**src/rtl/regfile_wb_arbiter_pkg.sv**
```systemverilog
// Shared register-file definitions: address/data widths, register count,
// the hard-wired zero register and the writeback request bundle.
package regfile_pkg;

   localparam int REG_AW   = 5;
   localparam int REG_DW   = 32;
   localparam int NUM_REGS = 32;

   localparam logic [REG_AW-1:0] REG_ZERO = 5'd0;

   typedef struct packed {
      logic [REG_AW-1:0] addr;
      logic [REG_DW-1:0] data;
   } wb_req_t;

endpackage

```
**src/rtl/regfile_wb_arbiter_fifo.sv**
```systemverilog
// wb_fifo: in-order synchronous FIFO holding multicycle writeback results.
// Ports: clk, rst_n (async active-low), push/push_addr/push_data,
//   pop, full, empty, count, head_addr/head_data, and (with
//   REGFILE_WB_PENDING_EN) per-entry valid ent_vld and address ent_addr.
module wb_fifo #(
   parameter int DEPTH = 4,
   parameter int AW    = 5,
   parameter int DW    = 32,
   localparam int CW   = $clog2(DEPTH) + 1
) (
   input  logic          clk,
   input  logic          rst_n,
   input  logic          push,
   input  logic [AW-1:0] push_addr,
   input  logic [DW-1:0] push_data,
   input  logic          pop,
   output logic          full,
   output logic          empty,
   output logic [CW-1:0] count,
   output logic [AW-1:0] head_addr,
   output logic [DW-1:0] head_data
`ifdef REGFILE_WB_PENDING_EN
   ,
   output logic [DEPTH-1:0]    ent_vld,
   output logic [DEPTH*AW-1:0] ent_addr
`endif
);

   localparam int PW = $clog2(DEPTH);

   logic [AW-1:0] addr_q [DEPTH];
   logic [DW-1:0] data_q [DEPTH];
   logic [PW-1:0] wr_ptr_q, wr_ptr_d;
   logic [PW-1:0] rd_ptr_q, rd_ptr_d;
   logic [CW-1:0] cnt_q, cnt_d;
   logic          do_push, do_pop;

   assign full    = (cnt_q == CW'(DEPTH));
   assign empty   = (cnt_q == '0);
   assign do_push = push && !full;
   assign do_pop  = pop && !empty;

   // DEPTH is a power of two, so the pointers wrap naturally.
   always_comb begin
      wr_ptr_d = wr_ptr_q;
      rd_ptr_d = rd_ptr_q;
      cnt_d    = cnt_q;
      if (do_push) wr_ptr_d = wr_ptr_q + 1'b1;
      if (do_pop)  rd_ptr_d = rd_ptr_q + 1'b1;
      unique case ({do_push, do_pop})
         2'b10:   cnt_d = cnt_q + 1'b1;
         2'b01:   cnt_d = cnt_q - 1'b1;
         default: cnt_d = cnt_q;
      endcase
   end

   always_ff @(posedge clk or negedge rst_n) begin
      if (!rst_n) begin
         wr_ptr_q <= '0;
         rd_ptr_q <= '0;
         cnt_q    <= '0;
         for (int i = 0; i < DEPTH; i++) begin
            addr_q[i] <= '0;
            data_q[i] <= '0;
         end
      end else begin
         wr_ptr_q <= wr_ptr_d;
         rd_ptr_q <= rd_ptr_d;
         cnt_q    <= cnt_d;
         if (do_push) begin
            addr_q[wr_ptr_q] <= push_addr;
            data_q[wr_ptr_q] <= push_data;
         end
      end
   end

   assign count     = cnt_q;
   assign head_addr = addr_q[rd_ptr_q];
   assign head_data = data_q[rd_ptr_q];

`ifdef REGFILE_WB_PENDING_EN
   logic [DEPTH-1:0] vld_q, vld_d;

   // Push and pop never hit the same slot: push needs !full, pop !empty.
   always_comb begin
      vld_d = vld_q;
      if (do_push) vld_d[wr_ptr_q] = 1'b1;
      if (do_pop)  vld_d[rd_ptr_q] = 1'b0;
   end

   always_ff @(posedge clk or negedge rst_n) begin
      if (!rst_n) vld_q <= '0;
      else        vld_q <= vld_d;
   end

   assign ent_vld = vld_q;

   always_comb begin
      ent_addr = '0;
      for (int i = 0; i < DEPTH; i++)
         ent_addr[i*AW +: AW] = addr_q[i];
   end
`endif

endmodule

```
**src/rtl/regfile_wb_arbiter.sv**
```systemverilog
// Register-file write arbiter: pipeline writeback has priority, multicycle
// results queue in wb_fifo and drain in idle slots; writes to x0 are dropped.
// Ports: clk, reset (async active-low), p_wr/p_addr/p_data, m_valid/m_ready/
//   m_addr/m_data, p_stall, q_count, wr/addr3/data3, and pending when
//   REGFILE_WB_PENDING_EN is defined.
module regfile_wb_arbiter
   import regfile_pkg::*;
#(
   parameter int DEPTH = 4,
   parameter int AW    = REG_AW,
   parameter int DW    = REG_DW,
   localparam int CW   = $clog2(DEPTH) + 1
) (
   input  logic          clk,
   input  logic          reset,
   input  logic          p_wr,
   input  logic [AW-1:0] p_addr,
   input  logic [DW-1:0] p_data,
   input  logic          m_valid,
   output logic          m_ready,
   input  logic [AW-1:0] m_addr,
   input  logic [DW-1:0] m_data,
   output logic          p_stall,
   output logic [CW-1:0] q_count,
   output logic          wr,
   output logic [AW-1:0] addr3,
   output logic [DW-1:0] data3
`ifdef REGFILE_WB_PENDING_EN
   ,
   output logic [2**AW-1:0] pending
`endif
);

   logic          p_take, m_push, f_pop;
   logic          f_full, f_empty;
   logic [AW-1:0] head_addr;
   logic [DW-1:0] head_data;

   logic          wr_q, wr_d;
   logic [AW-1:0] addr3_q, addr3_d;
   logic [DW-1:0] data3_q, data3_d;
   logic          p_stall_q;

   // Register 0 is hard-wired, so writes to it are discarded here.
   assign p_take  = p_wr && (p_addr != '0);
   // Held low during reset; afterwards purely from the registered count.
   assign m_ready = reset && !f_full;
   // Zero-target handshakes complete but are never stored.
   assign m_push  = m_valid && m_ready && (m_addr != '0);
   assign f_pop   = !p_take && !f_empty;

`ifdef REGFILE_WB_PENDING_EN
   logic [DEPTH-1:0]    ent_vld;
   logic [DEPTH*AW-1:0] ent_addr;
`endif

   wb_fifo #(
      .DEPTH (DEPTH),
      .AW    (AW),
      .DW    (DW)
   ) u_fifo (
      .clk       (clk),
      .rst_n     (reset),
      .push      (m_push),
      .push_addr (m_addr),
      .push_data (m_data),
      .pop       (f_pop),
      .full      (f_full),
      .empty     (f_empty),
      .count     (q_count),
      .head_addr (head_addr),
      .head_data (head_data)
`ifdef REGFILE_WB_PENDING_EN
      ,
      .ent_vld   (ent_vld),
      .ent_addr  (ent_addr)
`endif
   );

   always_comb begin
      wr_d    = 1'b0;
      addr3_d = addr3_q;
      data3_d = data3_q;
      unique case (1'b1)
         p_take: begin
            wr_d    = 1'b1;
            addr3_d = p_addr;
            data3_d = p_data;
         end
         f_pop: begin
            wr_d    = 1'b1;
            addr3_d = head_addr;
            data3_d = head_data;
         end
         default: ;
      endcase
   end

   always_ff @(posedge clk or negedge reset) begin
      if (!reset) begin
         wr_q      <= 1'b0;
         addr3_q   <= '0;
         data3_q   <= '0;
         p_stall_q <= 1'b0;
      end else begin
         wr_q      <= wr_d;
         addr3_q   <= addr3_d;
         data3_q   <= data3_d;
         p_stall_q <= f_full;
      end
   end

   assign wr      = wr_q;
   assign addr3   = addr3_q;
   assign data3   = data3_q;
   assign p_stall = p_stall_q;

   // A pipeline write during a stall still wins, but it is a protocol slip.
   always @(posedge clk) begin
      if (reset)
         assert (!(p_stall_q && p_wr))
         else $error("pipeline write issued while p_stall is high");
   end

`ifdef REGFILE_WB_PENDING_EN
   always_comb begin
      pending = '0;
      for (int i = 0; i < DEPTH; i++)
         if (ent_vld[i]) pending[ent_addr[i*AW +: AW]] = 1'b1;
   end
`endif

endmodule

```
**config.mk**
```make
export PLATFORM = sky130hd
export DESIGN_NAME = regfile_wb_arbiter
export DESIGN_NICKNAME = d
export VERILOG_FILES = /design/src/rtl/regfile_wb_arbiter_pkg.sv /design/src/rtl/regfile_wb_arbiter_fifo.sv /design/src/rtl/regfile_wb_arbiter.sv
export SDC_FILE = /design/constraint.sdc
export NUM_CORES = 1
export LEC_CHECK = 0
export CORE_MARGIN = 1.5
export CORE_UTILIZATION = 25
export CTS_CLUSTER_DIAMETER = 100
export CTS_CLUSTER_SIZE = 8
export DETAILED_ROUTE_END_ITERATION = 16
export PLACE_DENSITY = 0.42
export SLEW_MARGIN = 20
export SYNTH_ARGS = -nofsm -noshare
export SYNTH_HDL_FRONTEND = slang
export SYNTH_HIERARCHICAL = 1
export SYNTH_SLANG_ARGS = --single-unit
```
**constraint.sdc**
```tcl
create_clock -name clk -period 5.6 [get_ports clk]
set_input_delay 1.68 -clock clk [delete_from_list [all_inputs] [get_ports clk]]
set_output_delay 1.68 -clock clk [all_outputs]
set_load 0.02 [all_outputs]
```
=== Word level (Yosys, flattened, before mapping) ===
Index checks and enable logic that the tools add are counted.

* Output and inout bits: 43
* Memory bits (read-only): 0
* Memories: 0
* Register bits: 194
* Bits in writable memories: 0
* Word-level logic and storage cells: 60
* Bits in latches: 0

* Multiply operators: 0
* Magnitude comparators: 3
* Shift operators: 0
* Eq/ne operators: 3
* Bitwise gates (word level): 2
* Multiplexer cells: 16
* Reduce and logical (&&, ||, !) cells: 17
* Div/mod/pow operators: 0
* $add $sub $neg: 4

{| class="wikitable"
|+ Operator list
! cell !! number
|-
| bitwise mux 128 bit || 1
|-
| two-way mux 32 bit || 3
|-
| binary-select mux 32 bit (select 2 bit) || 1
|-
| demux 32 bit (select 2 bit) || 1
|-
| one-hot mux 32 bit (2 select lines) || 1
|-
| bitwise mux 20 bit || 1
|-
| two-way mux 5 bit || 3
|-
| binary-select mux 5 bit (select 2 bit) || 1
|-
| demux 5 bit (select 2 bit) || 1
|-
| one-hot mux 5 bit (2 select lines) || 1
|-
| nonzero test 5 bit || 2
|-
| logical AND 1 bit || 8
|-
| greater-or-equal comparator 3 bit, second input constant || 2
|-
| inverter 2 -> 3 bit || 2
|-
| one-hot mux 3 bit (2 select lines) || 1
|-
| adder 2 x 1 -> 2 bit, second input constant || 2
|-
| nonzero test 2 bit || 2
|-
| adder 3 x 1 -> 3 bit, second input constant || 1
|-
| equality test 3 bit, second input constant || 1
|-
| logical NOT 1 bit || 3
|-
| logical NOT 3 bit || 1
|-
| less-than comparator 3 x 1 -> 1 bit, second input constant || 1
|-
| subtractor 3 x 1 -> 3 bit, second input constant || 1
|-
| equality test 2 x 1 -> 1 bit, second input constant || 1
|-
| other kinds (3) || 3
|}

=== Longest topological paths before layout ===
* Depth in word-level cells: 8
* Gate-level depth with buffers: 11
* Mapped depth without buffers: 11

=== Cells and area by module ===
Netlist, hierarchy kept.

{| class="wikitable"
|+ Modules (own cells, without submodules)
! module !! sequential area each (um^2) !! cells each !! instances !! area each (um^2)
|-
| wb_fifo || 3878.7 || 393 || 1 || 6907.9
|-
| regfile_wb_arbiter || 975.9 || 136 || 1 || 1910.6
|}

=== Worst setup path before layout ===
No wires, ideal clock.

* Path type: input to register
* From: input p_addr[2]
* To: register u_fifo.cnt_q[2], in the netlist u_fifo/count[2]
* Arrival: 3.688 ns
* Cell stages on the path: 10
* Slack: 1.832 ns
* Data required time: 5.520 ns
* Path through: or4_4 o21a_1 nor2_1 o31a_1 ha_1 inv_1 fa_1 xor2_1 nor2_1 xor2_1

* Cells in the longest elaborated chain, start to end: 7
* Elaborated cells between the ends (all ways): 9
* Classes of those cells: eq/ne: 2; mux: 1; reduce/logical: 6

{| class="wikitable"
|+ RTL lines
! item !! line !! RTL
|-
| start, declared || regfile_wb_arbiter.sv:17 || <nowiki>input logic [AW-1:0] p_addr,</nowiki>
|-
| nonzero test 5 bit (*) || regfile_wb_arbiter.sv:45 || <nowiki>assign p_take = p_wr && (p_addr != '0);</nowiki>
|-
| logical AND 1 bit (*) || regfile_wb_arbiter.sv:45 ||
|-
| logical NOT 1 bit (*) || regfile_wb_arbiter.sv:50 || <nowiki>assign f_pop = !p_take && !f_empty;</nowiki>
|-
| logical AND 1 bit (*) || regfile_wb_arbiter.sv:50 ||
|-
| net f_pop || regfile_wb_arbiter.sv:34 || <nowiki>logic p_take, m_push, f_pop;</nowiki>
|-
| logical AND 1 bit (*) || regfile_wb_arbiter_fifo.sv:41 || <nowiki>assign do_pop = pop && !empty;</nowiki>
|-
| net u_fifo.do_pop || regfile_wb_arbiter_fifo.sv:36 || <nowiki>logic do_push, do_pop;</nowiki>
|-
| equality test 2 x 1 -> 1 bit or equality test 2 bit (tied branches) || regfile_wb_arbiter_fifo.sv:50 || <nowiki>unique case ({do_push, do_pop})</nowiki>
|-
| one-hot mux 3 bit (2 select lines) or nonzero test 2 bit (tied branches) || n/a ||
|-
| end signal, assigned || regfile_wb_arbiter_fifo.sv:69 || <nowiki>cnt_q <= cnt_d;</nowiki>
|-
| end, declared || regfile_wb_arbiter_fifo.sv:35 || <nowiki>logic [CW-1:0] cnt_q, cnt_d;</nowiki>
|}

The timed path passes the listed nets; every way through them passes the cells marked *.
A chain may end at the register's enable or synchronous reset.

=== Worst setup path after layout ===
* From: input reset
* To: output m_ready

* Cells in the longest elaborated chain, start to end: 1

{| class="wikitable"
|+ RTL lines
! item !! line !! RTL
|-
| start, declared || regfile_wb_arbiter.sv:15 || <nowiki>input logic reset,</nowiki>
|-
| logical AND 1 bit || regfile_wb_arbiter.sv:47 || <nowiki>assign m_ready = reset && !f_full;</nowiki>
|-
| end, declared || regfile_wb_arbiter.sv:20 || <nowiki>output logic m_ready,</nowiki>
|}

Every way passes these cells.

==> flow_summary.yaml <==
power:
  leakage_nw: 4.48
  p_sw_mw: 2.02
  switching_share_pct: 31.4
  power_density_mw_per_mm2: 579
  peakVddDrop_mv: 0.216
  seq_power_share_pct: 40.3
  pwr-share-clk_pct: 19.7
  p_int_mw: 4.41
  power_frac_comb_pct: 40.0
placement:
  gp_congestion: 0.689
  port_buffers: 120
  dp_hpwl_mm: 13.7
  dpl_worst_slack_ps: 1250
yosys:
  synth.distinct_cells: 27
  synth-simple-area-share_pct: 1.75
  ys_seq_area_share_pct: 55.1
  synth_area_mm2: 0.00882
  synth_compound_gate_area_share_pct: 0.709
  synth_fp_nets: 613
  synthMuxAreaShare_pct: 38.2
  yosys.area_share.xor_xnor_pct: 0.596
  synth_fa_ha_area_share_pct: 0.936
  synth_warnings: 6
  synth_top_family_by_area: "multiplexers"
  synth_cells: 529
  synth_seq_cells: 194
  synthesis.area_per_instance_um2: 16.7
final_layout:
  fillers: 3376
  seq_area_mm2: 0.00486
  diodes: 0
  final_cell_mix: "mux2_2 (192), dfrtp_1 (192), clkdlybuf4s50_1 (119)"
  synthToLayoutAreaGrowth_pct: 26.0
  nets: 734
  multi_input_area_mm2: 0.00373
  final_layout_size_suffix_gt1_share_pct: 45.6
timing:
  setup_slack_ps: 1320
  hold_violations: 0
  max_slew_margin_pct: 39.3
  skew_ps: 16.8
  fin_crit_ps: 4280
  tns_ps: 0
  worst_slew_pin_slew_ps: 910
  rsz0062_at_grt: "false"
  fmax_mhz: 234
  finalMaxSlewViolations: 0
  period_share_pct: 76.4
  setup_viol: 0
drt:
  drc: 0
  antenna_left: 0
  first_iter_violations: 207
  wire_per_inst_um: 19.2
  wl_mm: 21.5
  viasPerCell: 4.35
  vias: 4864
  dr.pass1.iters: 4
global_route:
  grt_pass1_vias: 5614
  grt_pass1_wl_mm: 34.0
  track_usage_pct: 12.5
  overflow: 0
  antenna_found_initial: 1
  grt_max_degree: 76
die:
  die_height_um: 191
  dieArea_mm2: 0.0364
  coreArea_mm2: 0.0346
  fp.dieW_um: 191
  pin_count: 121
  rows: 68
  start_util_pct: 25.5
clock_tree:
  cts_hold_buf: 0
  post_cts_buffers: 0
  post_cts_resize_count: 0
  cts_buffer_depth: 2
  clock_sinks: 194
  cts_buffers: 17
  clockRootBuffer: "clkbuf_16"
  clk_latency_ps: 450
  tritoncts: "yes"
  cts.clk_slew.worst_paths_ps: 70
  htreeDepth: 4
setup_path:
  path_buf_inv: 2
  crit_path_end_kind: "primary output"
  path_delay_family: "buffers and inverters"
  setup.worst_path.class: "input port to primary output"
  critPathArrivalTime_ps: 2600
  critPathLaunchType: "input port"
  startpoint: "reset"
  cp_data_required_time_ps: 3920
  path_max_fanout: 2
  r2r_start: "u_fifo/count[2]$_DFFE_PN0P_"
  cp_slowest_cell: "clkdlybuf4s50_1"
  crit_chain: "clkbuf_8 -> nor2b_1 -> clkdlybuf4s50_1"
  cpPeakStageDelay_ps: 630
hold_path:
  hold_class: "flip-flop to flip-flop"
  hp-start: "u_fifo/data_q[113]$_DFFE_PN0P_"
flow_run:
  maxCapViolCount: 0
status:
  outcome: "finished, final reports clean"
-- cells by family (layout without fill, tap and decap cells) --
kind of cell,after synthesis,in the layout
mux,256,256
simple gates,25,25
fa+ha+maj,6,6
buf+inv,33,167
compound gates,9,9
xor+xnor,6,6
flops,194,194
-- power by group through the flow --
stage / sequential [mW] / clock, mW / combinational (mW)
CTS: 2.62 / 1.32 / 2.63
global placement: 2.58 / 0 / 2.57
finish: 2.59 / 1.26 / 2.58
floorplan: 2.57 / 0 / 1.78
detailed placement: 2.65 / 0 / 2.62
global route: 2.72 / 1.38 / 2.77
-- worst paths after layout --
kind                                                  endpoint  slack [ps]  cells past startpoint
worst min register to register  u_fifo/data_q[113]$_DFFE_PN0P_         500                      1
worst min-delay path            u_fifo/data_q[113]$_DFFE_PN0P_         500                      1
min in group asynchronous        u_fifo/data_q[98]$_DFFE_PN0P_        1440                      2
max in group asynchronous        u_fifo/data_q[76]$_DFFE_PN0P_        2820                      3
worst max register to register   u_fifo/addr_q[12]$_DFFE_PN0P_        2650                      8
worst max-delay path                                   m_ready        1320                      3
-- metrics by stage --
stage | instances | area [um^2] | power (mW) | utilization, % | hold WS (ps)
finish | 1118 | 11100 | 6.44 | 32.1 | 503
global route | 1118 | 11100 | 6.86 | 32.1 | 519
CTS | 1118 | 11100 | 6.57 | 32.1 | 507
detailed placement | 1086 | 10500 | 5.27 | 30.3 | 492
global placement | 1086 | 10500 | 5.15 | 30.3 | 483
floorplan | 529 | 8820 | 4.35 | - | 475
-- Yosys cell counts --
library cell,instances,area (um^2)
dfrtp_1,194,4850
mux2_2,192,2160
mux4_2,37,833
mux2_4,21,315
buf_6,15,169
nand2_1,12,45.0
clkbuf_1,6,22.5
mux2i_1,6,60.1
ha_1,5,62.6
inv_1,5,18.8
o21ai_0,5,25.0
buf_2,4,20.0
nor2_4,4,45.0
buf_1,3,11.3
nor2_1,3,11.3
xnor2_1,3,26.3
xor2_1,3,26.3
nor3_1,2,10.0
a21oi_1,1,5.00
fa_1,1,20.0
nand2b_1,1,6.26
nor2b_1,1,6.26
nor3b_4,1,18.8
o21a_1,1,7.51
o21ai_4,1,16.3
o31a_1,1,8.76
or4_4,1,11.3
-- final cells by class --
| type | instances | share of cell area (%) |
|---|---|---|
| Timing Repair Buffer | 130 | 12.0 |
| Tap cell | 455 | 5.12 |
| Inverter | 5 | 0.169 |
| Clock buffer | 18 | 3.86 |
| Clock inverter | 14 | 1.54 |
| Multi-Input combinational cell | 302 | 33.6 |
| Sequential cell | 194 | 43.7 |
-- sequential cells by signal (all words and copies together) (netlist names) --
register and flops:
u_fifo/count 3, data3 32, wr 1, addr3 5
u_fifo/data_q 128, u_fifo/rd_ptr_q 2, u_fifo/addr_q 20, p_stall 1
u_fifo/wr_ptr_q 2
-- routing by layer --
| metal | up-vias | track usage, % | wire (um) |
|---|---|---|---|
| met2 | 80 | 21.6 | 11100 |
| li1 | 2186 | - | - |
| met1 | 2582 | 15.7 | 9410 |
| met3 | 16 | 2.63 | 703 |
| met5 | - | 0 | 0 |
| met4 | 0 | 3.63 | 267 |
Power figures use the tool's default switching activity.
